## src/rtl/adpll_pkg.sv

```systemverilog
// adpll_pkg: lock-state encoding, slip counter width and saturating magnitude helper shared by ADPLL stages
package adpll_pkg;
  typedef enum logic [1:0] {
    UNLOCKED  = 2'd0,
    ACQUIRING = 2'd1,
    LOCKED    = 2'd2,
    SLIPPING  = 2'd3
  } lock_state_e;
  localparam int SLIP_W = 8;
  // x is a sign-extended w-bit value; the most-negative code maps to the largest positive one
  function automatic logic [31:0] sat_abs(input logic signed [31:0] x, input int w);
    logic [31:0] lim, m;
    lim = (32'd1 << (w - 1)) - 32'd1;
    m = x[31] ? 32'(-x) : 32'(x);
    return (m > lim) ? lim : m;
  endfunction
endpackage

```

## src/rtl/ref_edge_sync.sv

```systemverilog
// ref_edge_sync: 2-FF synchronizer plus registered one-cycle pulse on each rising edge of an async input
module ref_edge_sync (
  input  logic clk_i,
  input  logic rst_i,
  input  logic d_i,
  output logic pulse_o
);
  logic [1:0] sync_q;
  logic prev_q, pulse_q;
  always_ff @(posedge clk_i) begin
    if (rst_i) begin
      sync_q  <= '0;
      prev_q  <= 1'b0;
      pulse_q <= 1'b0;
    end else begin
      sync_q  <= {sync_q[0], d_i};
      prev_q  <= sync_q[1];
      pulse_q <= sync_q[1] & ~prev_q;
    end
  end
  assign pulse_o = pulse_q;
endmodule

```

## src/rtl/adpll_lock_detect.sv

```systemverilog
// adpll_lock_detect: qualifies ADPLL lock from phase error and DCO code stability per reference edge,
// with hysteresis, loss-of-reference timeout and a saturating slip counter
module adpll_lock_detect
  import adpll_pkg::*;
#(
  parameter int ERROR_WIDTH  = 8,
  parameter int DCO_CC_WIDTH = 9,
  parameter int LOCK_TOL     = 2,
  parameter int CC_TOL       = 4,
  parameter int LOCK_COUNT   = 16,
  parameter int UNLOCK_COUNT = 4,
  parameter int REF_TIMEOUT  = 1024
) (
  input  logic                                fpga_clk_i,
  input  logic                                reset_i,
  input  logic                                enable_i,
  input  logic                                ref_clk_i,
  input  logic signed [ERROR_WIDTH-1:0]       error_i,
  input  logic signed [DCO_CC_WIDTH-1:0]      dco_cc_i,
  input  logic                                clear_stats_i,
  output logic                                locked_o,
  output logic [1:0]                          state_o,
  output logic [$clog2(LOCK_COUNT+1)-1:0]     lock_count_o,
  output logic                                loss_of_ref_o,
  output logic [SLIP_W-1:0]                   slip_count_o
);
  localparam int RW = $clog2(LOCK_COUNT + 1);
  localparam int MW = $clog2(UNLOCK_COUNT + 1);
  localparam int TW = $clog2(REF_TIMEOUT + 1);
  lock_state_e state_q, state_d;
  logic [RW-1:0] run_q, run_d;
  logic [MW-1:0] miss_q, miss_d;
  logic [TW-1:0] timer_q, timer_d;
  logic signed [DCO_CC_WIDTH-1:0] cc_prev_q, cc_prev_d;
  logic [SLIP_W-1:0] slip_q, slip_d;
  logic have_prev_q, have_prev_d, lor_q, lor_d, slip_inc, smp, inwin;
  logic signed [DCO_CC_WIDTH:0] delta;
  logic [31:0] err_mag, cc_mag;
  ref_edge_sync u_sync (
    .clk_i  (fpga_clk_i),
    .rst_i  (reset_i),
    .d_i    (ref_clk_i),
    .pulse_o(smp)
  );
  always_comb begin
    delta = {dco_cc_i[DCO_CC_WIDTH-1], dco_cc_i} - {cc_prev_q[DCO_CC_WIDTH-1], cc_prev_q};
    err_mag = sat_abs(32'(error_i), ERROR_WIDTH);
    cc_mag = have_prev_q ? sat_abs(32'(delta), DCO_CC_WIDTH + 1) : '0;
    inwin = (err_mag <= 32'(LOCK_TOL)) && (cc_mag <= 32'(CC_TOL));
    state_d = state_q;
    run_d = run_q;
    miss_d = miss_q;
    timer_d = timer_q;
    cc_prev_d = cc_prev_q;
    have_prev_d = have_prev_q;
    lor_d = lor_q;
    slip_inc = 1'b0;
    if (!enable_i) begin
      state_d = UNLOCKED;
      run_d = '0;
      miss_d = '0;
      timer_d = '0;
      lor_d = 1'b0;
      have_prev_d = 1'b0;
    end else if (smp) begin
      timer_d = '0;
      lor_d = 1'b0;
      have_prev_d = 1'b1;
      cc_prev_d = dco_cc_i;
      case (state_q)
        UNLOCKED: begin
          state_d = inwin ? ACQUIRING : UNLOCKED;
          run_d = inwin ? RW'(1) : '0;
        end
        ACQUIRING: begin
          state_d = !inwin ? UNLOCKED : (run_q + RW'(1) == RW'(LOCK_COUNT)) ? LOCKED : ACQUIRING;
          run_d = inwin ? run_q + RW'(1) : '0;
        end
        LOCKED: begin
          state_d = inwin ? LOCKED : SLIPPING;
          miss_d = inwin ? '0 : MW'(1);
        end
        SLIPPING: begin
          slip_inc = !inwin && (miss_q + MW'(1) == MW'(UNLOCK_COUNT));
          state_d = inwin ? LOCKED : slip_inc ? UNLOCKED : SLIPPING;
          miss_d = (inwin || slip_inc) ? '0 : miss_q + MW'(1);
          run_d = slip_inc ? '0 : run_q;
        end
      endcase
    end else if (timer_q == TW'(REF_TIMEOUT - 1)) begin
      // reference lost: timer parks at terminal count until the next strobe
      timer_d = TW'(REF_TIMEOUT);
      lor_d = 1'b1;
      state_d = UNLOCKED;
      run_d = '0;
      miss_d = '0;
      have_prev_d = 1'b0;
      slip_inc = state_q[1];
    end else if (timer_q != TW'(REF_TIMEOUT)) begin
      timer_d = timer_q + TW'(1);
    end
    slip_d = clear_stats_i ? '0 : (slip_inc && slip_q != '1) ? slip_q + SLIP_W'(1) : slip_q;
  end
  always_ff @(posedge fpga_clk_i) begin
    if (reset_i) begin
      state_q <= UNLOCKED;
      run_q <= '0;
      miss_q <= '0;
      timer_q <= '0;
      cc_prev_q <= '0;
      have_prev_q <= 1'b0;
      lor_q <= 1'b0;
      slip_q <= '0;
    end else begin
      state_q <= state_d;
      run_q <= run_d;
      miss_q <= miss_d;
      timer_q <= timer_d;
      cc_prev_q <= cc_prev_d;
      have_prev_q <= have_prev_d;
      lor_q <= lor_d;
      slip_q <= slip_d;
    end
  end
  assign locked_o = state_q[1];
  assign state_o = state_q;
  assign lock_count_o = run_q;
  assign loss_of_ref_o = lor_q;
  assign slip_count_o = slip_q;
endmodule

```

## config.mk

```make
export PLATFORM = sky130hd
export DESIGN_NAME = adpll_lock_detect
export DESIGN_NICKNAME = d
export VERILOG_FILES = /design/src/rtl/adpll_pkg.sv /design/src/rtl/ref_edge_sync.sv /design/src/rtl/adpll_lock_detect.sv
export SDC_FILE = /design/constraint.sdc
export NUM_CORES = 1
export LEC_CHECK = 0
export ABC_AREA = 1
export BUFFER_PORTS_ARGS = -buffer_cell sky130_fd_sc_hd__buf_2
export CAP_MARGIN = 20
export CELL_PAD_IN_SITES_DETAIL_PLACEMENT = 2
export CELL_PAD_IN_SITES_GLOBAL_PLACEMENT = 2
export CORE_MARGIN = 1
export CORE_UTILIZATION = 34
export CTS_BUF_LIST = sky130_fd_sc_hd__clkbuf_8 sky130_fd_sc_hd__clkbuf_16
export DETAILED_ROUTE_END_ITERATION = 6
export GPL_TIMING_DRIVEN = 0
export PLACE_DENSITY_LB_ADDON = 0.12
export SYNTH_ARGS = -nofsm -noshare
export SYNTH_HDL_FRONTEND = slang
export SYNTH_SLANG_ARGS = --single-unit
export TNS_END_PERCENT = 100
```

## constraint.sdc

```tcl
create_clock -name fpga_clk_i -period 3.95 [get_ports fpga_clk_i]
set_input_delay 0.5925 -clock fpga_clk_i [delete_from_list [all_inputs] [get_ports fpga_clk_i]]
set_output_delay 0.5925 -clock fpga_clk_i [all_outputs]
set_load 0.005 [all_outputs]
```

==> impl_metrics.ini, run 1 <==
[cts]
path_clk_slew_ps = 100
root_buffer = clkbuf_8
cts_max_level = 2
cts_buffer_depth = 2
postCtsSetupBuffers = 0
numCtsBuffers = 5
tritoncts = built
clk_latency_ps = 310
clock_sinks = 44
postCtsHoldBufs = 0
cts_resized = 0

[setup_path]
required_ps = 4190
crit_path_start_kind = primary input
startpoint = dco_cc_i[0]
r2r-start = cc_prev_q[0]
crit_path_max_fanout = 6
critPathArrivalTime_ps = 3430
worstSetupEndpointType = flop
crit_type = in2reg

[job]
drv_cap = 0

[synth]
ys_ff_latch = 44
synth_common_cells = 111 x nand2_1, 65 x inv_1, 44 x dfxtp_1
synth_edf_count = 0
synth_top_area_cell = dfxtp_1
synthDominantCellAreaShare = 0.300
syn_area_per_cell_um2 = 6.59
syn_inst = 446
synth_warnings = 0
synthFlopType = dfxtp_1
yosysSeqAreaShare = 0.300
yosysMostFrequentCell = nand2_1
syn_area_um2 = 2940
syn-num-nets = 486
synth_cell_types = 35
synth-async-reset-ratio = 0
ys_top_cells_by_area = dfxtp_1 30%, nand2_1 14%, inv_1 8.3%

[die]
rows = 33
die_w_um = 95.0
io-pin-count = 39
design.die.area_um2 = 9020
die-height_um = 95.0
core_area_um2 = 8300
initial_core_util = 0.354

[sta]
tightest_slew_ps = 632
timing.fmax_mhz = 313
rsz0062_at_grt = false
fin_crit_ps = 3190
hold_viol_final = 0
setup_viol = 0
max_slew_margin = 0.576
finalClockSkew_ps = 5.50
finalWorstSetupSlack_ps = 758
final.setup.tns_ps = 0
min_period_over_period = 0.808
drv_slew = 0

[pwr]
power.density_nw_per_um2 = 297
ir_worst_vdd_v = 0.000135
p_leak_nw = 1.52
p_total_mw = 1.00

[hold_path]
min-delay-start = u_sync.prev_q
hold_class = reg2reg

[route]
drtAntennaViolNets = 0
via_per_inst = 4.98
dr_total_vias = 2971
drc = 0
routedWlPerCell_um = 13.9
drtIter0Drc = 28
dr.pass1.iters = 4
wl_mm = 8.29

[grt]
grt_max_degree = 15
grtUsageTotal = 0.198
overflow = 0
antenna_found_initial = 0
grt_pass1_wl_mm = 14.0
grt_pass1_vias = 3111

[place]
port_buffers = 37
place.gp.congestion = 0.763
dp_slack_ps = 445
post-dp-hpwl_mm = 6.73

[layout]
finalCoreUtilization = 0.407
syn2layout_area_growth_pct = 14.9
nNetsFinal = 530
antenna_cells = 0
drive_above_1_share = 0.145

[outcome]
status = complete, no violations
registers in the layout, indices dropped and copies added, names as in the netlist:
signal          flops
u_sync.pulse_o      1
timer_q            11
u_sync.prev_q       1
slip_count_o        8
u_sync.sync_q       2
miss_q              3
state_o             2
lock_count_o        5
cc_prev_q           9
loss_of_ref_o       1
have_prev_q         1
routing by layer:
| metal | GRT usage | share of wire | up-vias |
|---|---|---|---|
| li1 | - | - | 1515 |
| met1 | 0.241 | 0.48 | 1414 |
| met3 | 0.0395 | 0.029 | 8 |
| met4 | 0.0417 | 0.011 | 0 |
| met2 | 0.357 | 0.48 | 34 |
| met5 | 0 | 0 | - |
through the flow:
| step | area, µm² | hold WS [ps] | instances |
|---|---|---|---|
| 6_report | 3380 | 409 | 596 |
| 2_1_floorplan | 2940 | 373 | 446 |
| 4_1_cts | 3380 | 411 | 596 |
| 3_5_place_dp | 3260 | 396 | 588 |
| 5_1_grt | 3380 | 436 | 596 |
| 3_3_place_gp | 3260 | 378 | 588 |
final timing paths:
check	end	depth (start not counted)	slack, ps
min reg2reg	u_sync.pulse_o	1	410
min	u_sync.pulse_o	1	410
max reg2reg	state_o[0]	18	860
max	state_o[0]	20	760
where the power goes:
| part | total, mW | switching, mW | leakage (nW) | internal (mW) |
|---|---|---|---|---|
| Clock | 0.385 | 0.178 | 0.0614 | 0.207 |
| Combinational | 0.168 | 0.111 | 1.10 | 0.0568 |
| Sequential | 0.451 | 0.00278 | 0.355 | 0.448 |
| Total | 1.00 | 0.292 | 1.52 | 0.712 |
worst max-delay path, cell delays in order:
cell and delay [ps]:
buf_2 110, inv_1 60, ha_1 140, inv_1 70
fa_1 430, xnor2_1 410, nand2_1 200, nand2_1 110
o21ai_0 80, nand2_1 80, nand2_1 60, clkinv_1 40
nand3_1 70, nor2_1 90, nand2_1 100, a21boi_1 420
nand2_1 120, nand2_1 100, nand3_1 60, o21ai_0 90
logic make-up after synthesis:
| group | Yosys count | synth area share |
|---|---|---|
| xor+xnor | 12 | 0.0357 |
| compound gates | 65 | 0.119 |
| fa+ha+maj | 18 | 0.0791 |
| simple gates | 232 | 0.369 |
| flops | 44 | 0.300 |
| buf+inv | 75 | 0.0979 |
layout by cell type (no fill, tap or decap), types with 2 or more instances in the layout:
cell / n
nand2_1: 111
nand3_2: 2
inv_1: 65
nand4_1: 8
clkbuf_8: 6
nand2_2: 8
nor3b_1: 4
nand3b_1: 2
nor3_1: 6
clkbuf_1: 4
inv_2: 2
nand2_4: 8
buf_2: 37
o21ai_0: 16
a21oi_2: 2
clkinv_1: 2
nand3_1: 35
xor2_1: 8
nor2_1: 43
dfxtp_1: 44
xnor2_1: 4
ha_1: 17
a211oi_1: 2
a21oi_1: 40
layout make-up:
type                            instances  area [µm²]
Fill cell                            1062        4920
Multi-Input combinational cell        327        1770
Sequential cell                        44         881
Clock buffer                            6        82.6
Clock inverter                          2        38.8
Timing Repair Buffer                   37         185
Buffer                                  5        22.5
Inverter                               70         265
Tap cell                              105         131
Note: power is estimated with default switching activity, not from simulation.
==> run 2, diff against run 1 <==
--- a/config.mk
+++ b/config.mk
@@ -11,7 +11,7 @@
 export CELL_PAD_IN_SITES_DETAIL_PLACEMENT = 2
 export CELL_PAD_IN_SITES_GLOBAL_PLACEMENT = 2
 export CORE_MARGIN = 1
-export CORE_UTILIZATION = 34
+export CORE_UTILIZATION = 28
 export CTS_BUF_LIST = sky130_fd_sc_hd__clkbuf_8 sky130_fd_sc_hd__clkbuf_16
 export DETAILED_ROUTE_END_ITERATION = 6
 export GPL_TIMING_DRIVEN = 0
==> constraint.sdc (replaced) <==
create_clock -name fpga_clk_i -period 2.6 [get_ports fpga_clk_i]
set_input_delay 0.39 -clock fpga_clk_i [delete_from_list [all_inputs] [get_ports fpga_clk_i]]
set_output_delay 0.39 -clock fpga_clk_i [all_outputs]
set_load 0.005 [all_outputs]
==> run 2 against run 1 <==
Effect of this change: the run now ends with negative setup slack left; worst hold slack worse by 99 ps; flip-flop and latch count stayed put; critical path depth rose by 2; combinational power increased by 81%; largest cell class unchanged.
==> impl_metrics.ini, run 2 (synthesis results as in run 1) <==
[outcome]
status = finished, violations left
violations = negative setup slack

[sta]
fin_crit_ps = 2720
max_slew_margin = 0.597
final.setup.tns_ps = -1490
finalWorstSetupSlack_ps = -118
setup_viol = 17
finalClockSkew_ps = 10.6
min_period_over_period = 1.05
rsz0062_at_grt = true
tightest_slew_ps = 600
hold_viol_final = 0
whs_ps = 310
drv_slew = 0
timing.fmax_mhz = 368

[grt]
grtUsageTotal = 0.172
grt_max_degree = 14
overflow = 0
grt_pass1_wl_mm = 15.2
grt_pass1_vias = 3304
antenna_found_initial = 0

[route]
wl_mm = 8.89
dr.pass1.iters = 4
dr_total_vias = 3060
drc = 0
drtIter0Drc = 53
via_per_inst = 4.80
drtAntennaViolNets = 0
routedWlPerCell_um = 14.0

[die]
core_area_um2 = 10200
design.die.area_um2 = 10900
die-height_um = 104
die_w_um = 104
io-pin-count = 39
initial_core_util = 0.287
rows = 37

[layout]
syn2layout_area_growth_pct = 25.9
largest-register = timer_q
nNetsFinal = 540
fillCellCount = 1257
antenna_cells = 0
regArea_um2 = 883
mostFrequentLayoutCells = 105 x nand2_1, 65 x inv_1, 42 x dfxtp_1
final_common_cell = nand2_1
multi_input_area_um2 = 1990
largest_reg_flops = 11
drive_above_1_share = 0.238
finalCoreUtilization = 0.362

[cts]
postCtsHoldBufs = 0
numCtsBuffers = 5
clk_latency_ps = 310
cts_buffer_depth = 2
cts_max_level = 2
root_buffer = clkbuf_8
path_clk_slew_ps = 100
clock_sinks = 44
tritoncts = built

[setup_path]
crit_type = reg2reg
rrSetupSlack_ps = -120
worstSetupEndpointType = flop
crit_path_max_fanout = 8
crit_path_start_kind = flop
critPathArrivalTime_ps = 2920
required_ps = 2810

[place]
dp_slack_ps = -705
post-dp-hpwl_mm = 6.94
port_buffers = 37
place.gp.congestion = 0.755

[pwr]
ir_worst_vdd_v = 0.000163
p_leak_nw = 1.59
power.density_nw_per_um2 = 388
p_total_mw = 1.44

[job]
drv_cap = 0

[hold_path]
hold_class = in2reg
==> run 2: path summary, 6_finish.rpt <==
path,startpoint,end,cells after the start
worst min-delay path,ref_clk_i,u_sync.sync_q[0],3
worst min register to register,u_sync.prev_q,u_sync.pulse_o,1
worst max-delay path,cc_prev_q[0],slip_count_o[0],22
worst max register to register,cc_prev_q[0],slip_count_o[0],22
==> run 2: critical path, cell delays in order (launching register included) <==
cell,delay (ps)
dfxtp_2,360
ha_4,130
inv_4,30
fa_2,570
inv_2,60
ha_4,270
o21ai_2,50
o21ai_1,120
nand2_1,80
nand2_2,60
clkinv_2,50
nand3_2,70
nor2_2,40
nand2_2,90
nand2_2,70
nand2_4,80
nand2_4,90
nand2_8,100
nand2_8,80
inv_6,80
nand2_2,40
nand2_1,60
nor2_1,40
==> run 2: metrics by stage <==
stage	instance area (µm²)	cells
6_report	3700	637
5_1_grt	3700	637
4_1_cts	3550	635
3_5_place_dp	3300	619
3_3_place_gp	3300	619
2_1_floorplan	2950	446
==> run 2: routing by layer <==
layer  part of all wire  routed length (µm)  global-route usage
met1               0.44                3930               0.197
met2               0.53                4680               0.325
met3              0.021                 187              0.0276
met4              0.010                  90              0.0459
met5                  0                   0                   0
==> run 2: final cells by class <==
cell class	instances	share of cell area
multi-input combinational	327	0.538
sequential	44	0.239
timing repair buffer	47	0.0747
inverter	70	0.0734
tap	136	0.0460
clock buffer	5	0.0186
buffer	5	0.00609
clock inverter	3	0.00439
==> run 2: repair_timing <==
item / 4_1_cts / 5_1_grt
setup buffers: 8 / 2
cloned: 0 / 0
resized for setup: 27 / 30
pin swaps: 11 / 18
endpoints found under the setup margin: 17 / 18
==> run 2: power by group <==
group / leakage [nW] / switching, mW / internal [mW]
sequential: 0.356 / 0.00487 / 0.680
clock: 0.0507 / 0.261 / 0.185
combinational: 1.18 / 0.189 / 0.116
total: 1.59 / 0.454 / 0.981
==> run 3, diff against run 2 <==
--- a/config.mk
+++ b/config.mk
@@ -15,7 +15,7 @@
 export CTS_BUF_LIST = sky130_fd_sc_hd__clkbuf_8 sky130_fd_sc_hd__clkbuf_16
 export DETAILED_ROUTE_END_ITERATION = 6
 export GPL_TIMING_DRIVEN = 0
-export PLACE_DENSITY_LB_ADDON = 0.12
+export PLACE_DENSITY = 0.81
 export SYNTH_ARGS = -nofsm -noshare
 export SYNTH_HDL_FRONTEND = slang
 export SYNTH_SLANG_ARGS = --single-unit
==> run 3 against run 2 <==
Effect of this change: the flow still finishes with violations (negative setup slack); first-iteration DRC count did not move; clock-buffer cell count rose by 1; sequential share of layout area fell by 0.56 points.
==> impl_metrics.ini, run 3 (synthesis results as in run 1) <==
[die]
rows = 37
design.die.area_um2 = 10900
initial_core_util = 0.287
core_area_um2 = 10200
die_w_um = 104
io-pin-count = 39
die-height_um = 104

[route]
drc = 0
wl_mm = 9.89
dr.pass1.iters = 4
dr_total_vias = 3139
routedWlPerCell_um = 15.5
via_per_inst = 4.92
drtAntennaViolNets = 0
drtIter0Drc = 53

[sta]
fin_crit_ps = 2800
finalClockSkew_ps = 13.3
drv_slew = 0
tightest_slew_ps = 748
whs_ps = 323
hold_viol_final = 0
setup_viol = 17
timing.fmax_mhz = 358
min_period_over_period = 1.08
max_slew_margin = 0.501
finalWorstSetupSlack_ps = -196
rsz0062_at_grt = true
final.setup.tns_ps = -2880

[cts]
tritoncts = built
clock_sinks = 44
numCtsBuffers = 5
cts_buffer_depth = 2
postCtsHoldBufs = 0
clk_latency_ps = 310
cts_max_level = 2
path_clk_slew_ps = 90
root_buffer = clkbuf_8

[grt]
grt_max_degree = 15
grt_use_met2 = 0.339
use_met3 = 0.0201
overflow = 0
grtUsageTotal = 0.177
grt.busiest_layer = met2
grt_pass1_vias = 3371
antenna_found_initial = 0
use_met1 = 0.206
grt_pass1_wl_mm = 15.8

[setup_path]
crit_path_start_kind = flop
critPathArrivalTime_ps = 3050
reg2regPathDepth = 22
timing.rr.end = slip_count_o[0]
crit_type = reg2reg
rrSetupSlack_ps = -200
crit_path_max_fanout = 8
worstSetupEndpointType = flop
r2r-start = cc_prev_q[0]
required_ps = 2850

[hold_path]
whs_endpoint = u_sync.sync_q[0]
hold_class = in2reg
whs_path_depth = 3
min-delay-start = ref_clk_i

[pwr]
power.density_nw_per_um2 = 394
clockPowerShare = 0.321
switchingPower_mw = 0.473
ir_worst_vdd_v = 0.000178
internal-power_mw = 1.02
p_leak_nw = 1.61
power_frac_seq = 0.459
swShare = 0.317
power_frac_comb = 0.220

[layout]
largest-register = timer_q
drive_above_1_share = 0.261
fillCellCount = 1259
regArea_um2 = 882
nNetsFinal = 541
mostFrequentLayoutCells = 100 x nand2_1, 63 x inv_1, 43 x dfxtp_1
syn2layout_area_growth_pct = 28.7
multi_input_area_um2 = 2040
finalCoreUtilization = 0.370
antenna_cells = 0
largest_reg_flops = 11
final_common_cell = nand2_1

[outcome]
status = finished, violations left
violations = negative setup slack

[place]
post-dp-hpwl_mm = 7.02
port_buffers = 37
place.gp.congestion = 0.786
dp_slack_ps = -695

[job]
drv_cap = 0
[run 3: cell types whose count changed in the layout (fill, tap and decap cells not counted), moves of 3 or more]
| cell | delta |
|---|---|
| nand2_1 | -5 |
| a21oi_1 | -3 |
| nand2_2 | +4 |
| a21oi_2 | +3 |
[run 3: layout make-up]
cell class,instances,share of cell area
Inverter,70,0.0707
Multi-Input combinational cell,327,0.540
Timing Repair Buffer,48,0.0803
Sequential cell,44,0.233
Buffer,5,0.00595
Clock inverter,2,0.00364
Clock buffer,6,0.0218
Tap cell,136,0.0450
[run 3: per-layer routing]
metal	vias to the layer above	routed length, µm	share of wire
met4	0	180	0.018
met3	15	195	0.020
met1	1542	4170	0.42
met5	-	0	0
li1	1542	-	-
met2	40	5340	0.54
[run 3: worst max-delay path by stage]
stage,cells past startpoint,start,slack (ps),end
floorplan,22,dco_cc_i[0],10,slip_count_o[1]
global placement,19,dco_cc_i[0],-620,miss_q[1]
detailed placement,19,dco_cc_i[0],-700,miss_q[1]
CTS,19,cc_prev_q[0],-180,state_o[0]
global route,21,cc_prev_q[5],-390,state_o[0]
finish,22,cc_prev_q[0],-200,slip_count_o[0]
[run 3: critical path, stage by stage, from the launching register on]
cell and delay [ps]:
dfxtp_2 360, ha_4 140, inv_4 30, fa_2 550, inv_2 50, ha_4 210, o21ai_2 140, o21ai_2 60
nand2_1 70, nand2_2 50, inv_2 50, nand3_2 60, nor2_2 120, nand2_2 100, nand2_2 100, nand2_4 80
nand2_8 120, nand2_8 80, nand2_8 120, inv_4 50, nand2_2 40, nand2_1 50, nor2_1 80
[run 3: stage by stage]
step	area, µm²	power [mW]	cells
3_3_place_gp	3300	0.950	619
5_1_grt	3780	1.58	638
3_5_place_dp	3300	0.965	619
4_1_cts	3600	1.48	633
6_report	3780	1.49	638
2_1_floorplan	2950	0.882	446
[run 3: power by group through the flow]
stage,registers [mW],logic (mW),clock network (mW)
detailed placement,0.700,0.265,0
global placement,0.700,0.250,0
finish,0.685,0.328,0.480
global route,0.686,0.364,0.530
CTS,0.685,0.298,0.502
floorplan,0.699,0.183,0
[run 3: repair_timing]
action / in CTS / in global routing
endpoints found under the setup margin: 18 / 18
buffers inserted: 6 / 5
pin swaps: 18 / 19
resized for setup: 32 / 37
